<file path="src/rtl/invader_formation_pkg.sv">
// Shared playfield constants and types for the invader formation block.
package invader_formation_pkg;

  localparam int unsigned INVADERS_H        = 11;
  localparam int unsigned INVADERS_OFFSET_H = 32;
  localparam int unsigned SPRITE_WIDTH      = 16;
  localparam int unsigned SPRITE_HEIGHT     = 8;
  localparam int unsigned SPRITE_SCALE      = 2;
  localparam int unsigned INVADER_ROWS      = 5;
  localparam int unsigned ROW_PITCH         = 32;

  localparam int unsigned COL_W = $clog2(INVADERS_H);

  typedef enum logic [1:0] {StRun, StScan, StMove, StHalt} form_state_e;

endpackage

</file>
<file path="src/rtl/formation_extent_scan.sv">
// Sequential lowest/highest occupied column search, one column per cycle.
module formation_extent_scan
  import invader_formation_pkg::*;
(
  input  logic                  clk,
  input  logic                  rst_n,
  input  logic                  start,
  input  logic [INVADERS_H-1:0] occ,
  output logic                  done,
  output logic [COL_W-1:0]      lo,
  output logic [COL_W-1:0]      hi
);

  localparam logic [COL_W-1:0] LastCol = COL_W'(INVADERS_H - 1);

  logic [INVADERS_H-1:0] occ_q;
  logic [COL_W-1:0]      idx_q;
  logic [COL_W-1:0]      lo_q;
  logic [COL_W-1:0]      hi_q;
  logic                  found_q;
  logic                  busy_q;

  // Occupancy is latched at start so kills during the scan do not disturb it.
  always_ff @(posedge clk or negedge rst_n) begin
    if (!rst_n) begin
      occ_q   <= '0;
      idx_q   <= '0;
      lo_q    <= '0;
      hi_q    <= '0;
      found_q <= 1'b0;
      busy_q  <= 1'b0;
    end else if (start) begin
      occ_q   <= occ;
      idx_q   <= '0;
      lo_q    <= '0;
      hi_q    <= '0;
      found_q <= 1'b0;
      busy_q  <= 1'b1;
    end else if (busy_q) begin
      if (occ_q[idx_q]) begin
        if (!found_q) lo_q <= idx_q;
        hi_q    <= idx_q;
        found_q <= 1'b1;
      end
      idx_q <= idx_q + 1'b1;
      if (idx_q == LastCol) busy_q <= 1'b0;
    end
  end

  assign done = busy_q && (idx_q == LastCol);
  assign lo   = lo_q;
  assign hi   = hi_q;

endmodule

</file>
<file path="src/rtl/invader_formation.sv">
// Invader formation: alive matrix, marching motion, row-start sequencing and kills.
module invader_formation #(
  parameter int unsigned INVADER_ROWS = invader_formation_pkg::INVADER_ROWS,
  parameter int unsigned STEP_FRAMES  = 16,
  parameter int unsigned STEP_PX      = 2,
  parameter int unsigned DROP_PX      = 8,
  parameter int unsigned START_X      = 26,
  parameter int unsigned START_Y      = 64,
  parameter int unsigned ROW_PITCH    = invader_formation_pkg::ROW_PITCH,
  parameter int unsigned X_MIN        = 8,
  parameter int unsigned X_MAX        = 632,
  parameter int unsigned Y_LIMIT      = 400
) (
  input  logic                                      clk,
  input  logic                                      rst_n,
  input  logic                                      frame_tick,
  input  logic                                      line_tick,
  input  logic [9:0]                                pixel_y,
  input  logic                                      kill_valid,
  input  logic [2:0]                                kill_row,
  input  logic [3:0]                                kill_col,
  output logic                                      kill_ack,
  output logic                                      row_start,
  output logic [2:0]                                row_sel,
  output logic [invader_formation_pkg::INVADERS_H-1:0] row_mask,
  output logic [9:0]                                spr_x,
  output logic [9:0]                                form_y,
  output logic                                      all_dead,
  output logic                                      landed
);
  import invader_formation_pkg::*;

  localparam int unsigned FrameW     = (STEP_FRAMES > 1) ? $clog2(STEP_FRAMES) : 1;
  localparam logic [FrameW-1:0] LastFrame = FrameW'(STEP_FRAMES - 1);
  localparam logic [5:0]  TotalInv   = 6'(INVADER_ROWS * INVADERS_H);
  localparam logic [10:0] SpriteSpan = 11'(SPRITE_WIDTH * SPRITE_SCALE);
  localparam logic [10:0] FormDepth  =
      11'((INVADER_ROWS - 1) * ROW_PITCH + SPRITE_HEIGHT * SPRITE_SCALE);

  logic [INVADER_ROWS-1:0][INVADERS_H-1:0] alive_q;
  logic [9:0]            x_q, y_q;
  logic                  dir_q;
  logic [FrameW-1:0]     frame_q;
  logic [5:0]            count_q;
  form_state_e           state_q;
  logic                  row_start_q, kill_ack_q, all_dead_q, landed_q;
  logic [2:0]            row_sel_q;
  logic [INVADERS_H-1:0] row_mask_q;

  logic [INVADERS_H-1:0] occ;
  logic                  scan_start, scan_done;
  logic [COL_W-1:0]      lo, hi;
  logic                  kill_in, kill_hit;
  logic                  row_hit;
  logic [2:0]            row_idx;
  logic [10:0]           right_edge, left_edge;
  logic                  drop, land_next;
  logic [9:0]            x_next, y_next;

  always_comb begin
    occ = '0;
    for (int r = 0; r < INVADER_ROWS; r++) occ = occ | alive_q[r];
  end

  always_comb begin
    kill_in  = kill_valid && (int'(kill_row) < INVADER_ROWS) && (int'(kill_col) < INVADERS_H);
    kill_hit = kill_in && alive_q[kill_row][kill_col];
  end

  always_comb begin
    row_hit = 1'b0;
    row_idx = '0;
    for (int r = 0; r < INVADER_ROWS; r++) begin
      if (line_tick && ({1'b0, pixel_y} == {1'b0, y_q} + 11'(r * ROW_PITCH))) begin
        row_hit = 1'b1;
        row_idx = 3'(r);
      end
    end
  end

  // Edges use 11-bit sums so a formation near the right limit cannot wrap.
  always_comb begin
    right_edge = {1'b0, x_q} + 11'(hi) * 11'(INVADERS_OFFSET_H) + SpriteSpan + 11'(STEP_PX);
    left_edge  = {1'b0, x_q} + 11'(lo) * 11'(INVADERS_OFFSET_H);
    drop       = dir_q ? (right_edge > 11'(X_MAX)) : (left_edge < 11'(X_MIN + STEP_PX));
    x_next     = drop ? x_q : (dir_q ? x_q + 10'(STEP_PX) : x_q - 10'(STEP_PX));
    y_next     = drop ? y_q + 10'(DROP_PX) : y_q;
    land_next  = ({1'b0, y_next} + FormDepth) >= 11'(Y_LIMIT);
  end

  assign scan_start = (state_q == StRun) && !all_dead_q && !landed_q && frame_tick &&
                      (frame_q == LastFrame);

  formation_extent_scan u_scan (
    .clk   (clk),
    .rst_n (rst_n),
    .start (scan_start),
    .occ   (occ),
    .done  (scan_done),
    .lo    (lo),
    .hi    (hi)
  );

  always_ff @(posedge clk or negedge rst_n) begin
    if (!rst_n) begin
      alive_q     <= '1;
      count_q     <= TotalInv;
      x_q         <= 10'(START_X);
      y_q         <= 10'(START_Y);
      dir_q       <= 1'b1;
      frame_q     <= '0;
      state_q     <= StRun;
      row_start_q <= 1'b0;
      row_sel_q   <= '0;
      row_mask_q  <= '0;
      kill_ack_q  <= 1'b0;
      all_dead_q  <= 1'b0;
      landed_q    <= 1'b0;
    end else begin
      // Row capture reads the matrix before this cycle's kill lands.
      row_start_q <= row_hit;
      if (row_hit) begin
        row_sel_q  <= row_idx;
        row_mask_q <= alive_q[row_idx];
      end

      kill_ack_q <= kill_hit;
      if (kill_hit) begin
        alive_q[kill_row][kill_col] <= 1'b0;
        count_q <= count_q - 6'd1;
      end
      all_dead_q <= (count_q == 6'd0);

      unique case (state_q)
        StRun: begin
          if (all_dead_q || landed_q) begin
            state_q <= StHalt;
          end else if (frame_tick) begin
            if (frame_q == LastFrame) begin
              frame_q <= '0;
              state_q <= StScan;
            end else begin
              frame_q <= frame_q + 1'b1;
            end
          end
        end
        StScan: if (scan_done) state_q <= StMove;
        StMove: begin
          x_q      <= x_next;
          y_q      <= y_next;
          if (drop) dir_q <= ~dir_q;
          landed_q <= landed_q | land_next;
          state_q  <= (land_next || landed_q || all_dead_q) ? StHalt : StRun;
        end
        StHalt: state_q <= StHalt;
        default: state_q <= StRun;
      endcase
    end
  end

  assign kill_ack  = kill_ack_q;
  assign row_start = row_start_q;
  assign row_sel   = row_sel_q;
  assign row_mask  = row_mask_q;
  assign spr_x     = x_q;
  assign form_y    = y_q;
  assign all_dead  = all_dead_q;
  assign landed    = landed_q;

endmodule

</file>
<file path="config.mk">
export PLATFORM = sky130hd
export DESIGN_NAME = invader_formation
export DESIGN_NICKNAME = d
export VERILOG_FILES = /design/src/rtl/invader_formation_pkg.sv /design/src/rtl/formation_extent_scan.sv /design/src/rtl/invader_formation.sv
export SDC_FILE = /design/constraint.sdc
export NUM_CORES = 1
export LEC_CHECK = 0
export BUFFER_PORTS_ARGS = -buffer_cell sky130_fd_sc_hd__buf_4
export CAP_MARGIN = 20
export CORE_UTILIZATION = 25
export DETAILED_ROUTE_END_ITERATION = 10
export GPL_TIMING_DRIVEN = 1
export MAX_ROUTING_LAYER = met4
export PLACE_DENSITY = 0.39
export SLEW_MARGIN = 10
export SYNTH_ARGS = -nofsm -noshare
export SYNTH_HDL_FRONTEND = slang
export SYNTH_SLANG_ARGS = --single-unit
</file>
<file path="constraint.sdc">
create_clock -name clk -period 5.05 [get_ports clk]
set_input_delay 1.01 -clock clk [delete_from_list [all_inputs] [get_ports clk]]
set_output_delay 1.01 -clock clk [all_outputs]
set_load 0.02 [all_outputs]
</file>
After elaboration in Yosys (flattened, before gate mapping) --
Index checks and enable logic that the tools add are counted.
Cells by class: add/sub/neg operators 15, equality and inequality tests 14, bitwise logic cells 10, reductions and logical operators 30, mux-type cells 46, $lt $le $gt $ge 11
Operators with widths (number):
- 11-bit binary-select mux with 3-bit select | 2
- 55-bit AND | 1
- 55-bit inverter | 1
- 10-bit by 11-bit == test with 1-bit output | 4
- 11-bit bitwise OR | 4
- 4-bit two-way mux | 10
- 11-bit demux with 3-bit select | 1
- 11-bit two-way mux | 3
- 10-bit by 7-bit adder with 11-bit output, second input constant | 2
- 10-bit by 8-bit adder with 11-bit output, second input constant | 2
- 10-bit by 9-bit adder with 11-bit output | 2
- 10-bit two-way mux | 2
- 1-bit two-way mux | 16
- 1-bit logical AND | 15
- 10-bit by 6-bit adder with 11-bit output, second input constant | 1
- 11-bit by 2-bit adder with 11-bit output, second input constant | 1
- 11-bit by 6-bit adder with 11-bit output, second input constant | 1
- 11-bit by 9-bit greater-or-equal comparator with 1-bit output, second input constant | 1
- 11-bit by 10-bit greater-than comparator with 1-bit output, second input constant | 1
- 11-bit by 4-bit < comparator with 1-bit output, second input constant | 1
- 10-bit by 2-bit adder with 10-bit output, second input constant | 1
- 10-bit by 4-bit adder with 10-bit output, second input constant | 1
- 10-bit == test | 1
- 4-bit by 5-bit < comparator with 1-bit output, second input constant | 2
- other kinds (28) | 50
Storage, ports and cells: bits in registers 131, input bits 22, output and inout bits 38, word-level logic and storage cells 149

Depth between registers and ports, before layout --
word-level depth 12, depth in mapped cells 16, depth with buffers taken out 16

Modules after synthesis --
A second synthesis with hierarchy kept.
Second synthesis, totals: cell total of the unflattened synthesis 744, area, all modules 7631.1 um2
By module, submodules not included:
- invader_formation | instances 1, seq. area each 2633.8 um2, cells each 650, area an instance 6466.2 um2
- formation_extent_scan | instances 1, seq. area each 625.6 um2, cells each 94, area an instance 1164.9 um2

Least setup slack after synthesis --
Ideal clock, no wire load.
path type reg2reg, from register x_q[5], in the netlist spr_x[5], to register state_q[0], data arrival time 3.698 ns, stages on the path, launching flop included 14, setup time 0.065 ns, clock period less this slack 3.763 ns, setup slack 1.287 ns, buffers on the path 0, data required time 4.985 ns, path through dfrtp_1 -> ha_1 -> fa_1 -> nor4_2 -> o2111ai_1 -> a221o_2 -> or2_4 -> o21ai_0 -> ha_1 -> xnor3_1 -> nand3b_1 -> a221oi_1 -> a311oi_2 -> o22a_1
On the way: longest elaborated chain between the ends 12, elaborated cells on any way between the ends 14, classes of those cells add/sub (5); order compare (3); mux (4); reduce/logical (2)
RTL lines:
- start: declaration | RTL line invader_formation.sv:41 | logic [9:0] x_q, y_q;
- start signal: assignment | RTL line invader_formation.sv:108 | x_q <= 10'(START_X);
- start signal: assignment | RTL line invader_formation.sv:149 | x_q <= x_next;
- 10-bit by 9-bit adder with 11-bit output | RTL line invader_formation.sv:83 | right_edge = {1'b0, x_q} + 11'(hi) * 11'(INVADERS_OFFSET_H) + SpriteSpan + 11'(STEP_PX);
- 11-bit by 6-bit adder with 11-bit output | RTL line invader_formation.sv:83
- 11-bit by 2-bit adder with 11-bit output | RTL line invader_formation.sv:83
- 11-bit by 10-bit greater-than comparator with 1-bit output | RTL line invader_formation.sv:85 | drop = dir_q ? (right_edge > 11'(X_MAX)) : (left_edge < 11'(X_MIN + STEP_PX));
- 1-bit two-way mux * | RTL line invader_formation.sv:85
- 10-bit two-way mux * | RTL line invader_formation.sv:87 | y_next = drop ? y_q + 10'(DROP_PX) : y_q;
- named net y_next[4] | RTL line invader_formation.sv:58 | logic [9:0] x_next, y_next;
- 10-bit by 8-bit adder with 11-bit output * | RTL line invader_formation.sv:88 | land_next = ({1'b0, y_next} + FormDepth) >= 11'(Y_LIMIT);
- 11-bit by 9-bit greater-or-equal comparator with 1-bit output * | RTL line invader_formation.sv:88
- 1-bit logical OR * (2 in series) | RTL line invader_formation.sv:153 | state_q <= (land_next || landed_q || all_dead_q) ? StHalt : StRun;
- 2-bit two-way mux * | RTL line invader_formation.sv:153
- 2-bit one-hot mux with 4 select lines * | RTL line invader_formation.sv:134 | unique case (state_q)
- end signal: assignment | RTL line invader_formation.sv:137 | state_q <= StHalt;
- end signal: assignment | RTL line invader_formation.sv:153
- end signal: assignment | RTL line invader_formation.sv:155 | StHalt: state_q <= StHalt;
- end: declaration | RTL line invader_formation.sv:45 | form_state_e state_q;
The timed path passes the listed nets; every way through them passes the cells marked *. A chain may end at the register's enable or synchronous reset.

Worst setup path in the final report --
from input kill_row[1], to register alive_q[38] (netlist name)
On the way: elaborated cells on any way between the ends 15, classes of those cells order compare (3); mux (6); bitwise (2); reduce/logical (4)
RTL lines:
- start: declaration | RTL line invader_formation.sv:20 | input logic [2:0] kill_row,
- 11-bit binary-select mux with 3-bit select | RTL line invader_formation.sv:67 | kill_hit = kill_in && alive_q[kill_row][kill_col];
- 11-bit two-way mux (not written as such) | RTL line invader_formation.sv:67
- 1-bit binary-select mux with 4-bit select | RTL line invader_formation.sv:67
- 1-bit two-way mux (not written as such) | RTL line invader_formation.sv:67
- 1-bit logical AND * | RTL line invader_formation.sv:67
- named net kill_hit | RTL line invader_formation.sv:53 | logic kill_in, kill_hit;
- end signal: assignment | RTL line invader_formation.sv:106 | alive_q <= '1;
- end signal: indexed assignment | RTL line invader_formation.sv:129 | alive_q[kill_row][kill_col] <= 1'b0;
- end: declaration | RTL line invader_formation.sv:40 | logic [INVADER_ROWS-1:0][INVADERS_H-1:0] alive_q;
The timed path passes the listed nets; every way through them passes the cells marked *. The select of a mux whose other input is x is not followed.

==> impl_metrics.py <==
metrics = {
    "detailed_routing": {
        "wl_met1_um": 10600,
        "highest_layer": "met4",
        "wl_per_cell_um": 17.9,
        "dr_wl_met2_um": 9800,
        "drt-vias-per-instance": 4.79,
        "dr.pass1.iters": 5,
        "ant_nets": 0,
        "wl_um": 21300,
        "vias": 5707,
        "first_iter_violations": 284,
        "drc": 0,
        "dr_wl_met3_um": 534,
    },
    "worst_setup_path": {
        "cp-end-kind": "flip-flop",
        "cp_data_required_time_ns": 5.41,
        "arrival_ns": 4.42,
        "critPathLaunchType": "input port",
        "path_class": "input port to flip-flop",
        "cp_max_fo": 20,
    },
    "min_path": {
        "hp-class": "flip-flop to flip-flop",
    },
    "global_route": {
        "antenna_found_initial": 0,
        "grt_max_degree": 80,
        "grt_pass1_vias": 5756,
        "grt_pass1_wl_um": 34100,
        "gr-total-overflow": 0,
        "grt_use_total_pct": 14.7,
    },
    "timing": {
        "slew_viol_final": 0,
        "clock_skew_ns": 0.0174,
        "finalCritPeriodShare_pct": 80.4,
        "hold_viol_final": 0,
        "rsz0062_at_grt": "no",
        "fin_setup_tns_ns": 0,
        "slew_headroom_pct": 35.8,
        "tightest_slew_ns": 0.958,
        "min_period_ns": 4.06,
        "clock.fmax_mhz": 246,
        "final-setup-viol-count": 0,
    },
    "place": {
        "port_buffers": 55,
        "post-dp-hpwl_um": 15200,
        "gp_congestion": 0.800,
    },
    "clock_tree": {
        "htree_levels": 4,
        "numCtsBuffers": 17,
        "clock_latency_ns": 0.43,
        "cts_setup_buffers": 0,
        "root_buffer": "clkbuf_16",
        "cts-hold-fix-buffers": 0,
        "clock_path_buffers": 2,
        "tritoncts": "built",
        "post_cts_resized": 0,
        "clkSlewWorstSetupHoldPaths_ns": 0.07,
        "cts.sinks": 127,
    },
    "logic_synthesis": {
        "synthArstFlopShare_pct": 100,
        "synth_top_family_by_area": "compound AO/OA/AOI/OAI gates",
        "synth_fa_ha_area_share_pct": 5.89,
        "synth_edf_count": 0,
        "synth-compound-area-share_pct": 18.3,
        "synth_cells": 742,
        "ys.flop_type": "dfstp_2",
        "synth-seq-area-share_pct": 42.4,
        "synth_warnings": 0,
        "synth-seq-cells": 127,
        "synth_area_um2": 7700,
        "syn_area_per_cell_um2": 10.4,
        "yosysUniqueCellTypes": 85,
        "synth_xor_area_share_pct": 5.41,
        "synthMuxAreaShare_pct": 9.06,
        "synthSimpleGateAreaFrac_pct": 14.1,
        "synth_largest_area_cell": "dfstp_2",
        "synth.top_cells.by_area": "dfstp_2 (22%), dfrtp_1 (20%), ha_1 (5.4%)",
        "synth_top_area_share_pct": 22.2,
    },
    "die": {
        "num_rows": 63,
        "die_w_um": 177,
        "die_area_um2": 31500,
        "core_um2": 30000,
        "start_util_pct": 25.7,
        "die_h_um": 177,
        "ios": 60,
    },
    "final_layout": {
        "antennaDiodeCount": 0,
        "nNetsFinal": 845,
        "fin_util_pct": 30.1,
        "syn_to_final_growth_pct": 17.3,
        "drive_gt1_share_pct": 25.7,
    },
    "pwr": {
        "p_leak_nw": 3.68,
        "power_mw": 3.54,
        "p_per_area_nw_per_um2": 392,
        "ir_drop_v": 0.000220,
    },
    "run": {
        "cap_violations": 0,
    },
    "status": {
        "outcome": "complete, no violations",
    },
}
-- kinds of logic (layout without fill, tap and decap cells) --
group,count (synthesis),after routing
xor+xnor,46,46
fa+ha+maj,35,35
simple gates,200,200
mux,60,60
compound gates,201,201
other cells,1,4
buf+inv,72,128
flops,127,127
-- cell type report --
type | count | area (um^2)
clock inverter | 14 | 148
multi-input combinational | 546 | 4080
timing repair buffer | 68 | 512
tap | 390 | 488
inverter | 28 | 105
clock buffer | 18 | 439
sequential | 127 | 3260
fill | 3134 | 20900
-- flip-flops by register name (all words and copies together) (netlist names), 2 cells and up --
| register | cells |
|---|---|
| frame_q | 4 |
| alive_q | 55 |
| spr_x | 9 |
| u_scan.hi | 4 |
| u_scan.lo | 4 |
| u_scan.idx_q | 4 |
| row_sel | 3 |
| count_q | 6 |
| row_mask | 11 |
| state_q | 2 |
| u_scan.occ_q | 11 |
| form_y | 7 |
-- worst max-delay path, stage by stage --
cell and delay, ns:
buf_4 0.25, nor2b_1 0.78, a22oi_1 0.14, o22ai_1 0.28, mux4_2 0.30, mux2_2 0.15, mux2i_1 0.08, nor2_2 0.35
nand4b_1 0.60, o31a_1 0.46
-- layout by cell type, fill, tap and decap left out, types with 5 or more instances in the layout --
master	synthesis	layout
a211oi_1	9	9
a21boi_1	41	41
a21o_1	13	13
a21oi_1	23	23
a22oi_1	21	21
a31oi_1	16	16
buf_4	5	66
clkbuf_16	0	17
dfrtp_1	62	62
dfstp_2	65	65
ha_1	33	33
inv_1	27	27
mux2_1	13	13
mux2_2	14	14
mux2i_1	28	28
mux4_2	5	5
nand2_1	33	33
nand2b_1	14	14
nand3_1	6	6
nor2_1	59	59
nor2b_1	12	12
nor3_1	28	27
o21a_1	7	7
o21ai_0	19	19
o21ai_1	5	5
o22ai_1	16	16
xnor2_1	27	27
xor2_1	18	18
-- synthesized netlist by cell type, drive strengths merged, types with 18 or more instances --
cell type and count:
inv 27, o21ai 24, xor2 18, dfstp 65, a21oi 23, xnor2 27, a22oi 21, nor2 60
buf 26, ha 33, mux2i 28, nand2 34, a21boi 44, clkbuf 18, dfrtp 62, nor3 31
mux2 27
-- per-layer routing --
metal	track usage, %	up-vias
met4	5.24	0
met5	-	-
met2	22.1	99
met1	20.0	2802
met3	1.99	17
li1	-	2789
-- worst paths after layout --
path	from	end	slack, ns	cells after the start
worst max-delay path	kill_row[1]	alive_q[38]	0.99	10
worst min-delay path	alive_q[41]	alive_q[41]	0.48	1
worst max register to register	spr_x[5]	state_q[0]	1.02	13
worst min register to register	alive_q[41]	alive_q[41]	0.48	1
max in group asynchronous	rst_n	row_mask[1]	3.30	2
min in group asynchronous	rst_n	spr_x[5]	0.60	1
-- power breakdown --
part	internal, mW	leakage, nW	switching [mW]
registers	1.13	1.44	0.179
logic	0.451	1.96	0.527
clock network	0.711	0.286	0.538
-- per-stage QoR --
| step | hold WS, ns | setup WS [ns] | std cells | area (um^2) |
|---|---|---|---|---|
| 5_1_grt | 0.492 | 0.756 | 1191 | 9030 |
| 3_5_place_dp | 0.470 | 0.602 | 1159 | 8440 |
| 6_report | 0.479 | 0.990 | 1191 | 9030 |
| 4_1_cts | 0.481 | 0.981 | 1191 | 9030 |
| 2_1_floorplan | 0.453 | 1.29 | 745 | 7710 |
| 3_3_place_gp | 0.466 | 0.544 | 1158 | 8430 |
Power figures use the tool's default switching activity.
